## src/rtl/bcd2bin_seq_pkg.sv

```systemverilog
// Shared encodings and constants for the sequential BCD-to-binary converter.
package bcd2bin_seq_pkg;

   typedef enum logic [1:0] {
      ST_IDLE = 2'd0,
      ST_CONV = 2'd1,
      ST_DONE = 2'd2
   } state_t;

   localparam logic [3:0] BCD_MAX = 4'd9;
   localparam logic [3:0] ADJ_TH  = 4'd8;
   localparam logic [3:0] ADJ_SUB = 4'd3;

endpackage

```

## src/rtl/bcd2bin_seq_digit_adj.sv

```systemverilog
// One BCD digit correction for reverse double-dabble: digits that picked up
// a shifted-in 8 from the digit above are pulled back by 3.
module bcd_digit_adj
   import bcd2bin_seq_pkg::*;
(
   input  logic [3:0] i_nib,
   output logic [3:0] o_nib
);

   assign o_nib = (i_nib >= ADJ_TH) ? (i_nib - ADJ_SUB) : i_nib;

endmodule

```

## src/rtl/bcd2bin_seq.sv

```systemverilog
// Multi-cycle BCD-to-binary converter: one shift/adjust step per clock,
// start/busy/done handshake, flags non-BCD digits without converting.
module bcd2bin_seq
   import bcd2bin_seq_pkg::*;
#(
   parameter int DIGITS = 3,
   parameter int BIN_W  = 10
) (
   input  logic                  clk,
   input  logic                  rst,
   input  logic                  i_start,
   input  logic [4*DIGITS-1:0]   i_bcd_in,
   output logic                  o_busy,
   output logic                  o_done,
   output logic                  o_err,
   output logic [BIN_W-1:0]      o_bin_out
);

   localparam int CNT_W = $clog2(BIN_W + 1);
   localparam int BCD_W = 4 * DIGITS;

   state_t                    r_state;
   logic [BCD_W-1:0]          r_bcd;
   logic [BIN_W-1:0]          r_bin;
   logic [CNT_W-1:0]          r_cnt;

   logic [BCD_W+BIN_W-1:0]    w_shift;
   logic [BCD_W-1:0]          w_bcd_sh;
   logic [BCD_W-1:0]          w_bcd_adj;
   logic [BIN_W-1:0]          w_bin_sh;
   logic [DIGITS-1:0]         w_nib_bad;
   logic                      w_last;

   // The LSB of the BCD register falls into the binary register each step.
   assign w_shift  = {r_bcd, r_bin} >> 1;
   assign w_bcd_sh = w_shift[BCD_W+BIN_W-1:BIN_W];
   assign w_bin_sh = w_shift[BIN_W-1:0];
   assign w_last   = (r_cnt == CNT_W'(BIN_W - 1));

   genvar g;
   generate
      for (g = 0; g < DIGITS; g++) begin : g_dig
         bcd_digit_adj u_adj (
            .i_nib (w_bcd_sh[4*g +: 4]),
            .o_nib (w_bcd_adj[4*g +: 4])
         );
         assign w_nib_bad[g] = (i_bcd_in[4*g +: 4] > BCD_MAX);
      end
   endgenerate

   always_ff @(posedge clk or negedge rst) begin
      if (!rst) begin
         r_state   <= ST_IDLE;
         r_bcd     <= '0;
         r_bin     <= '0;
         r_cnt     <= '0;
         o_busy    <= 1'b0;
         o_done    <= 1'b0;
         o_err     <= 1'b0;
         o_bin_out <= '0;
      end else begin
         case (r_state)
            ST_IDLE: begin
               if (i_start) begin
                  r_bcd  <= i_bcd_in;
                  r_bin  <= '0;
                  r_cnt  <= '0;
                  o_busy <= 1'b1;
                  if (|w_nib_bad) begin
                     o_err     <= 1'b1;
                     o_bin_out <= '0;
                     o_done    <= 1'b1;
                     r_state   <= ST_DONE;
                  end else begin
                     o_err   <= 1'b0;
                     r_state <= ST_CONV;
                  end
               end
            end
            ST_CONV: begin
               r_bcd <= w_bcd_adj;
               r_bin <= w_bin_sh;
               r_cnt <= r_cnt + 1'b1;
               if (w_last) begin
                  o_bin_out <= w_bin_sh;
                  o_done    <= 1'b1;
                  r_state   <= ST_DONE;
               end
            end
            ST_DONE: begin
               o_done  <= 1'b0;
               o_busy  <= 1'b0;
               r_state <= ST_IDLE;
            end
            default: r_state <= ST_IDLE;
         endcase
      end
   end

endmodule

```

## config.mk

```make
export PLATFORM = sky130hd
export DESIGN_NAME = bcd2bin_seq
export DESIGN_NICKNAME = d
export VERILOG_FILES = /design/src/rtl/bcd2bin_seq_pkg.sv /design/src/rtl/bcd2bin_seq_digit_adj.sv /design/src/rtl/bcd2bin_seq.sv
export SDC_FILE = /design/constraint.sdc
export NUM_CORES = 1
export LEC_CHECK = 0
export ABC_AREA = 1
export BUFFER_PORTS_ARGS = -buffer_cell sky130_fd_sc_hd__buf_2
export CAP_MARGIN = 0
export CORE_MARGIN = 5
export CORE_UTILIZATION = 42
export CTS_BUF_LIST = sky130_fd_sc_hd__clkbuf_8
export DETAILED_ROUTE_END_ITERATION = 7
export SLEW_MARGIN = 20
export SYNTH_ARGS = -nofsm -noshare
export SYNTH_HDL_FRONTEND = slang
export SYNTH_SLANG_ARGS = --single-unit
```

## constraint.sdc

```tcl
create_clock -name clk -period 2.4 [get_ports clk]
set_input_delay 0.12 -clock clk [delete_from_list [all_inputs] [get_ports clk]]
set_output_delay 0.12 -clock clk [all_outputs]
set_load 0.02 [all_outputs]
```

==> results.yml, run 1 <==
setup_path:
  crit_top_cell: "nand2_2"
  critical_path.max_fanout: 21
  crit_chain: "nor2_2 -> nand2_2 -> nand2_2 -> inv_1 -> a211oi_1"
  crit_path_end: "r_bcd[8]$_DFFE_PN0P_"
  end_kind: "flop"
  cp.arrival_ns: 1.83
  r2r-end: "r_bcd[8]$_DFFE_PN0P_"
  r2r_slack_ns: 0.78
  path_class: "flop to flop"
  slowest_stage: "dfrtp_1"
  path_buf_inv: 1
  critical_path.top_delay_family: "simple AND/OR/NAND/NOR gates"
  slowest_delay_ns: 0.45
  r2r-start: "r_state[1]$_DFFE_PN0P_"
  required_ns: 2.61
  critPathLaunch: "r_state[1]$_DFFE_PN0P_"
  crit_path_start_kind: "flop"
  cp.depth: 5
  reg2reg_depth: 5
timing:
  maxSlewViolCount: 0
  clock-skew-final_ns: 0.00743
  hold_ws_ns: 0.0527
  rsz0062_at_grt: "false"
  fin_setup_tns_ns: 0
  worstMarginPinSlew_ns: 0.880
  period_share_pct: 67.7
  fmax_mhz: 616
  period_minus_slack_ns: 1.62
  hold_viol_final: 0
  relSlewSlack_pct: 41.4
  setup_viol: 0
  fin_ws_ns: 0.776
die:
  die_x_um: 76.3
  core_area_sq_um: 4290
  chipHeight_um: 76.3
  rows: 24
  start_util_pct: 43.0
  die_area_sq_um: 5820
  io_pins: 28
synth:
  avgSynthCellArea_sq_um: 8.92
  ys.flop_type: "dfrtp_1"
  synth_edf_count: 0
  synth.net_count: 228
  synth_seq_cells: 40
  synth.yosys.warnings: 0
  synthCells: 207
  async_reset_ff_share_pct: 100
  ys_seq_area_share_pct: 54.2
  netlist_area_sq_um: 1850
  synth_cell_type_count: 25
cells_and_area:
  final_util_pct: 50.0
  area_growth_pct: 16.4
  fillers: 427
  nets: 258
  stdcell_area_sq_um: 2150
  antennaDiodeCount: 0
  stdcell_count: 290
  drive_gt1_share_pct: 19.7
power_and_ir_drop:
  power_density_nw_per_um2: 1160
  p_int_mw: 1.48
  p_clk_share_pct: 22.5
  peakVddDrop_mv: 0.410
  p_switching_mw: 1.01
  finalPower_mw: 2.49
  sw_frac_of_total_pct: 40.4
  p_comb_share_pct: 36.7
  power.leakage_nw: 1.10
  seqPwrFrac_pct: 40.8
cts:
  cts_resized: 0
  cts.clk_slew.worst_paths_ns: 0.08
  max-clock-path-buffers: 2
  htreeDepth: 2
  cts_root_buf: "clkbuf_8"
  clock_sinks: 40
  numCtsBuffers: 5
  clock_latency_ns: 0.29
  cts_tree: "done"
routing:
  dr.first_iter.drc_count: 49
  antenna_left: 0
  wl_mm: 3.85
  viasPerCell: 5.07
  dr.pass1.iters: 4
  avgRoutedWirePerCell_um: 13.3
  drc: 0
  vias: 1470
grt:
  first_global_vias: 1490
  gr-total-overflow: 0
  grt_usage_pct: 14.2
  antenna_found_initial: 0
  grt_max_degree: 41
  grt_pass1_wl_mm: 6.88
placed_design:
  gp_congestion: 0.853
  place_area_sq_um: 2020
  dp.cells: 281
  place_ws_ns: 0.784
  port_buffers: 27
  place_hpwl_mm: 2.76
run_status:
  outcome: "completed"
hold_path:
  holdCritPathClass: "primary input to flop"
run:
  max_cap_viol_count: 0
==> cell usage in the layout (no fill, tap or decap) <==
cell and instances:
nand2_1 45, dfrtp_1 40, buf_2 27, inv_1 25, o21ai_0 19, nand3_1 15, o22ai_1 12, nor2_1 6
o211ai_1 6, ha_1 6, a21oi_1 5, clkbuf_8 5, inv_2 4, nand2_2 4, nor3_1 3, nand4_1 2
a22oi_1 2, clkinv_4 2, buf_4 2, nor2_4 1, xor2_1 1, nor2_2 1, xnor2_1 1, a211oi_1 1
o21ai_1 1, bufinv_16 1, dlygate4sd3_1 1
==> metal layers <==
metal	vias to the layer above	global-route usage [%]	wire [um]	share of wire [%]
met5	-	0	0	0
met4	0	3.15	19	0.49
met3	2	4.61	205	5.3
met2	28	22.8	1800	47
met1	694	18.6	1830	48
li1	746	-	-	-
==> logic make-up (layout without fill, tap and decap cells) <==
family | Yosys count | in the layout | synth area share, %
flip-flops | 40 | 40 | 54.2
buffers and inverters | 36 | 67 | 8.00
AND/OR/NAND/NOR | 77 | 77 | 18.2
adder cells (fa/ha/maj) | 6 | 6 | 4.07
AO/OA/AOI/OAI | 46 | 46 | 14.5
XOR/XNOR | 2 | 2 | 0.949
==> cell type report <==
cell class / count / area [sq um] / share of cell area (%)
Sequential cell: 40 / 1000 / 46.6
Inverter: 29 / 109 / 5.07
Clock buffer: 5 / 68.8 / 3.20
Timing Repair Buffer: 30 / 160 / 7.45
Multi-Input combinational cell: 131 / 697 / 32.4
Tap cell: 52 / 65.1 / 3.03
Clock inverter: 3 / 47.5 / 2.21
==> power groups by stage <==
stage / sequential [mW] / combinational (mW) / clock (mW)
finish: 1.02 / 0.915 / 0.560
CTS: 1.02 / 0.928 / 0.571
floorplan: 1.05 / 0.674 / 0
global placement: 1.02 / 0.910 / 0
global route: 1.05 / 1.06 / 0.600
detailed placement: 1.03 / 0.925 / 0
==> repair_timing <==
| action | 4_1_cts | 5_1_grt |
|---|---|---|
| buffers inserted | 0 | 0 |
| hold buffers | 1 | 0 |
| endpoints found under the hold margin | 40 | 0 |
| setup endpoints to repair | 0 | 0 |
==> how the worst min path moves through the flow <==
| stage | slack [ns] | to | start | cells after the start |
|---|---|---|---|---|
| final | 0.05 | r_bcd[11]$_DFFE_PN0P_ | i_bcd_in[11] | 3 |
| after detailed placement | 0.29 | o_done$_DFFE_PN0P_ | rst | 1 |
| after CTS | 0.05 | r_bcd[11]$_DFFE_PN0P_ | i_bcd_in[11] | 3 |
| after global placement | 0.30 | o_done$_DFFE_PN0P_ | rst | 1 |
| after global routing | 0.07 | r_bcd[11]$_DFFE_PN0P_ | i_bcd_in[11] | 3 |
| after floorplan | -0.18 | o_bin_out[0]$_DFFE_PN0P_ | rst | 0 |
==> tightest hold or removal path, delay by kind of cell <==
family	cells	cell delay [ns]
buffers and inverters	1	0.09
AOI/OAI and AO/OA	1	0.06
and+or+nand+nor	1	0.04
==> sequential cells by signal, indices dropped and copies added, names as in the netlist <==
signal	count
o_err	1
r_bcd	12
r_bin	9
r_state	2
o_bin_out	10
o_busy	1
r_cnt	4
o_done	1
==> cells in the mapped netlist, types with 2 or more instances <==
| cell type | n | area, sq um |
|---|---|---|
| nand2_1 | 45 | 169 |
| dfrtp_1 | 40 | 1000 |
| inv_1 | 25 | 93.8 |
| o21ai_0 | 19 | 95.1 |
| nand3_1 | 15 | 75.1 |
| o22ai_1 | 12 | 75.1 |
| ha_1 | 6 | 75.1 |
| nor2_1 | 6 | 22.5 |
| o211ai_1 | 6 | 45.0 |
| a21oi_1 | 5 | 25.0 |
| buf_2 | 4 | 20.0 |
| inv_2 | 4 | 15.0 |
| nand2_2 | 4 | 25.0 |
| nor3_1 | 3 | 15.0 |
| a22oi_1 | 2 | 15.0 |
| nand4_1 | 2 | 12.5 |
No activity file was read; power rests on OpenSTA's default activity.
==> run 2: changes to the inputs <==
==> constraint.sdc (replaced) <==
create_clock -name clk -period 1.3 [get_ports clk]
set_input_delay 0.065 -clock clk [delete_from_list [all_inputs] [get_ports clk]]
set_output_delay 0.065 -clock clk [all_outputs]
set_load 0.02 [all_outputs]
==> run 2 against run 1 <==
The flow now finishes with violations (negative setup slack). Sequential cell count is the same. Critical endpoint is now r_bcd[4]$_DFFE_PN0P_. Routed wire length increased by 14%. Clock-buffer cell count up 2. Die area did not move. Largest power group is now combinational cells. Non-clock buffer count rose by 30. Critical path type unchanged.
==> results.yml, run 2 (same netlist as run 1, synthesis figures left out) <==
grt:
  antenna_found_initial: 0
  grt_max_degree: 26
  first_global_vias: 1511
  gr-total-overflow: 0
  grt_pass1_wl_mm: 7.31
  grt_usage_pct: 15.6
die:
  rows: 24
  io_pins: 28
  chipHeight_um: 76.3
  core_area_sq_um: 4290
  start_util_pct: 43.0
  die_x_um: 76.3
  die_area_sq_um: 5820
run_status:
  outcome: "finished with violations"
  violations: "negative setup slack"
cts:
  cts.clk_slew.worst_paths_ns: 0.08
  htreeDepth: 2
  numCtsBuffers: 5
  cts_tree: "done"
  clock_latency_ns: 0.29
  max-clock-path-buffers: 2
  cts_root_buf: "clkbuf_8"
  clock_sinks: 40
timing:
  period_share_pct: 107
  clock-skew-final_ns: 0.00495
  maxSlewViolCount: 0
  fmax_mhz: 721
  setup_viol: 25
  period_minus_slack_ns: 1.39
  hold_viol_final: 0
  fin_setup_tns_ns: -1.05
  worstMarginPinSlew_ns: 0.404
  rsz0062_at_grt: "true"
  fin_ws_ns: -0.0873
  relSlewSlack_pct: 73.1
placed_design:
  gp_congestion: 0.815
  dp.cells: 297
  port_buffers: 27
  place_hpwl_mm: 2.85
setup_path:
  slowest_stage: "dfrtp_2"
  crit_chain: "nor2_4 -> clkinv_4 -> buf_12 -> a21oi_2 -> o21ai_1 -> o211ai_1"
  critical_path.top_delay_family: "flip-flops"
  required_ns: 1.52
  slowest_delay_ns: 0.46
  cp.arrival_ns: 1.60
  crit_path_start_kind: "flop"
  path_buf_inv: 2
  end_kind: "flop"
  critical_path.max_fanout: 6
  path_class: "flop to flop"
  r2r-start: "r_state[1]$_DFFE_PN0P_"
  critPathLaunch: "r_state[1]$_DFFE_PN0P_"
routing:
  viasPerCell: 5.06
  antenna_left: 0
  dr.pass1.iters: 4
  vias: 1623
  wl_mm: 4.38
  dr.first_iter.drc_count: 117
  avgRoutedWirePerCell_um: 13.6
  drc: 0
cells_and_area:
  fillers: 380
  regMostFlops: "r_bcd"
  drive_gt1_share_pct: 38.7
  largest_register_ffs: 12
  stdcell_count: 321
  area_growth_pct: 43.1
  nets: 289
  multiInputGateArea_sq_um: 848
  layout_common_cells: "dfrtp_1 (38), nand2_1 (34), buf_2 (27), inv_1 (23), buf_4 (18)"
  top_regs: "r_bcd x12, o_bin_out x10, r_bin x9"
  antennaDiodeCount: 0
  final_common_cell: "dfrtp_1"
  final_util_pct: 61.5
  regArea_sq_um: 1000
power_and_ir_drop:
  finalPower_mw: 5.89
  peakVddDrop_mv: 1.15
  power_density_nw_per_um2: 2230
  power.leakage_nw: 1.31
hold_path:
  holdCritPathClass: "primary input to flop"
  worstHoldStart: "i_bcd_in[0]"
run:
  max_cap_viol_count: 0
==> run 2: repair_timing <==
item / CTS / global route
hold buffers: 3 / 0
buffers inserted: 3 / 8
gates cloned: 1 / 1
endpoints found under the hold margin: 17 / 0
pin swaps: 3 / 8
endpoints found under the setup margin: 16 / 37
gates resized for setup: 16 / 47
==> run 2: report_power, final <==
group          total (mW)  switching, mW  internal, mW
clock network        1.12          0.442         0.678
logic                2.86           1.57          1.28
registers            1.92          0.304          1.61
total                5.89           2.32          3.57
==> run 2: worst paths after layout <==
| kind | to | slack [ns] | cells after the start |
|---|---|---|---|
| worst max-delay path | r_bcd[4]$_DFFE_PN0P_ | -0.09 | 6 |
| worst min-delay path | r_bcd[0]$_DFFE_PN0P_ | 0.02 | 3 |
| worst max register to register | r_bcd[4]$_DFFE_PN0P_ | -0.09 | 6 |
| worst min register to register | o_bin_out[3]$_DFFE_PN0P_ | 0.47 | 2 |
| max in group asynchronous | r_bin[9]$_DFFE_PN0P_ | 0.61 | 3 |
| min in group asynchronous | r_bcd[5]$_DFFE_PN0P_ | 0.23 | 2 |
==> run 2: worst min-delay path, delay by kind of cell <==
kind	cells	cell delay [ns]
buf+inv	1	0.08
simple gates	1	0.05
compound gates	1	0.08
==> run 2: area by class of cell <==
class	count	share of cell area, %
Clock buffer	7	3.65
Clock inverter	1	1.14
Inverter	29	4.79
Multi-Input combinational cell	132	32.1
Sequential cell	40	38.0
Tap cell	52	2.46
Timing Repair Buffer	60	17.8
==> run 2: per-stage QoR <==
step	hold slack (ns)	worst slack, ns	area (sq um)
5_1_grt	0.0186	-0.171	2640
2_1_floorplan	-0.231	0.0101	1850
3_3_place_gp	0.0125	-0.0278	2150
6_report	0.0162	-0.0873	2640
3_5_place_dp	0.0180	-0.0645	2150
4_1_cts	0.0166	-0.0343	2390
==> run 2: routing by layer <==
| metal | up-vias | share of wire (%) | global-route usage, % |
|---|---|---|---|
| li1 | 814 | - | - |
| met3 | 7 | 4.2 | 3.66 |
| met4 | 0 | 1.6 | 6.29 |
| met2 | 34 | 49 | 24.2 |
| met5 | - | 0 | 0 |
| met1 | 768 | 45 | 21.0 |
==> run 3: changes to the inputs <==
--- a/config.mk
+++ b/config.mk
@@ -12,6 +12,7 @@
 export CORE_UTILIZATION = 42
 export CTS_BUF_LIST = sky130_fd_sc_hd__clkbuf_8
 export DETAILED_ROUTE_END_ITERATION = 7
+export SKIP_LAST_GASP = 1
 export SLEW_MARGIN = 20
 export SYNTH_ARGS = -nofsm -noshare
 export SYNTH_HDL_FRONTEND = slang
==> run 3 against run 2 <==
The run still ends with negative setup slack left. Fmax decreased by 0.87%. Design area down 0.76%. Critical path depth did not move. Hold slack is essentially flat. First-iteration DRC count increased by 0.85%. Critical endpoint is now r_bcd[7]$_DFFE_PN0P_. Largest cell class unchanged. Largest power group unchanged.
==> results.yml, run 3 (same netlist as run 1, synthesis figures left out) <==
routing:
  antenna_left: 0
  wl_mm: 4.35
  routed.top_layer: "met4"
  avgRoutedWirePerCell_um: 13.5
  vias: 1625
  dr_wl_met2_mm: 2.10
  dr.pass1.iters: 4
  drc: 0
  viasPerCell: 5.06
  wirelength_met1_mm: 1.97
  wl_met3_um: 197
  dr.first_iter.drc_count: 118
grt:
  antenna_found_initial: 0
  grt_usage_pct: 15.5
  grt_pass1_wl_mm: 7.29
  first_global_vias: 1511
  grt_max_degree: 26
  gr-total-overflow: 0
placed_design:
  place_ws_ns: -0.0645
  place_area_sq_um: 2150
  gp_congestion: 0.815
  place_hpwl_mm: 2.85
  port_buffers: 27
setup_path:
  crit_chain: "nor2_4 -> clkinv_4 -> buf_12 -> buf_4 -> o22ai_2 -> a21oi_1"
  cp.arrival_ns: 1.58
  crit_path_start_kind: "flop"
  end_kind: "flop"
  critical_path.top_delay_family: "flip-flops"
  path_buf_inv: 3
  critical_path.max_fanout: 6
  required_ns: 1.48
  path_class: "flop to flop"
  slowest_delay_ns: 0.46
  slowest_stage: "dfrtp_2"
cells_and_area:
  final_common_cell: "dfrtp_1"
  area_growth_pct: 42.0
  largest_register_ffs: 12
  nets: 289
  regMostFlops: "r_bcd"
  antennaDiodeCount: 0
  layout_common_cells: "dfrtp_1 (38), nand2_1 (36), buf_2 (27), inv_1 (23), buf_4 (20)"
  top_regs: "r_bcd x12, o_bin_out x10, r_bin x9"
  stdcell_area_sq_um: 2620
  drive_gt1_share_pct: 37.5
power_and_ir_drop:
  p_int_mw: 3.55
  seqPwrFrac_pct: 32.8
  peakVddDrop_mv: 1.14
  sw_frac_of_total_pct: 39.2
  p_switching_mw: 2.29
  p_comb_share_pct: 48.0
  power.leakage_nw: 1.30
  p_clk_share_pct: 19.2
  power_density_nw_per_um2: 2230
die:
  io_pins: 28
  core_area_sq_um: 4290
  rows: 24
  die_area_sq_um: 5820
  die_x_um: 76.3
  start_util_pct: 43.0
  chipHeight_um: 76.3
timing:
  rsz0062_at_grt: "true"
  period_share_pct: 108
  fmax_mhz: 715
  worstMarginPinSlew_ns: 0.405
  fin_ws_ns: -0.0995
  maxSlewViolCount: 0
  setup_viol: 28
  hold_viol_final: 0
  relSlewSlack_pct: 72.7
  period_minus_slack_ns: 1.40
  clock-skew-final_ns: 0.00600
  hold_ws_ns: 0.0166
cts:
  numCtsBuffers: 5
  htreeDepth: 2
  max-clock-path-buffers: 2
  clock_latency_ns: 0.29
  cts_root_buf: "clkbuf_8"
  clock_sinks: 40
  cts_tree: "done"
  cts.clk_slew.worst_paths_ns: 0.08
run:
  max_cap_viol_count: 0
run_status:
  violations: "negative setup slack"
  outcome: "finished with violations"
hold_path:
  holdCritPathClass: "primary input to flop"
[run 3: metal layers]
| layer | up-vias | track usage, % |
|---|---|---|
| met2 | 36 | 24.0 |
| met1 | 764 | 21.0 |
| met3 | 7 | 3.66 |
| li1 | 818 | - |
| met4 | 0 | 6.29 |
| met5 | - | 0 |
[run 3: path summary, 6_finish.rpt]
path                                          start                       end  slack (ns)  depth (start not counted)
max                          r_state[1]$_DFFE_PN0P_      r_bcd[7]$_DFFE_PN0P_        -0.1                          6
max in group asynchronous                       rst      r_bin[9]$_DFFE_PN0P_        0.61                          3
min                                     i_bcd_in[0]      r_bcd[0]$_DFFE_PN0P_        0.02                          3
min reg2reg                o_bin_out[3]$_DFFE_PN0P_  o_bin_out[3]$_DFFE_PN0P_        0.47                          2
max reg2reg                  r_state[1]$_DFFE_PN0P_      r_bcd[7]$_DFFE_PN0P_        -0.1                          6
min in group asynchronous                       rst      r_bcd[5]$_DFFE_PN0P_        0.23                          2
[run 3: layout make-up]
type | count | area (sq um)
Multi-Input combinational cell | 132 | 838
Sequential cell | 40 | 1000
Tap cell | 52 | 65.1
Timing Repair Buffer | 60 | 463
Clock inverter | 1 | 30.0
Fill cell | 377 | 1670
Inverter | 29 | 124
Clock buffer | 7 | 96.3
[run 3: power groups by stage]
stage / Combinational (mW) / Sequential (mW) / Clock, mW
3_5_place_dp: 1.97 / 1.89 / 0
3_3_place_gp: 1.96 / 1.89 / 0
2_1_floorplan: 1.24 / 1.95 / 0
6_report: 2.80 / 1.92 / 1.12
4_1_cts: 2.19 / 1.89 / 1.15
5_1_grt: 3.10 / 1.96 / 1.20
[run 3: worst reg2reg max path, cell delays in order (launching register included)]
cell      delay, ns
dfrtp_2        0.46
nor2_4         0.26
clkinv_4       0.16
buf_12         0.16
buf_4          0.12
o22ai_2        0.07
a21oi_1        0.05
[run 3: stage by stage]
stage	util, %	TNS [ns]	total power, mW	std cells
floorplan	-	0	3.19	207
global placement	50.2	-0.216	3.85	297
detailed placement	50.2	-0.515	3.86	297
CTS	55.6	-0.194	5.23	312
global route	61.0	-3.21	6.26	321
finish	61.0	-0.916	5.84	321
[run 3: repair_timing]
action	CTS	global route
hold buffers	3	0
resized for setup	14	40
cloned	1	1
pin swaps	3	8
setup buffers	3	8
hold endpoints to repair	17	0
endpoints found under the setup margin	16	37
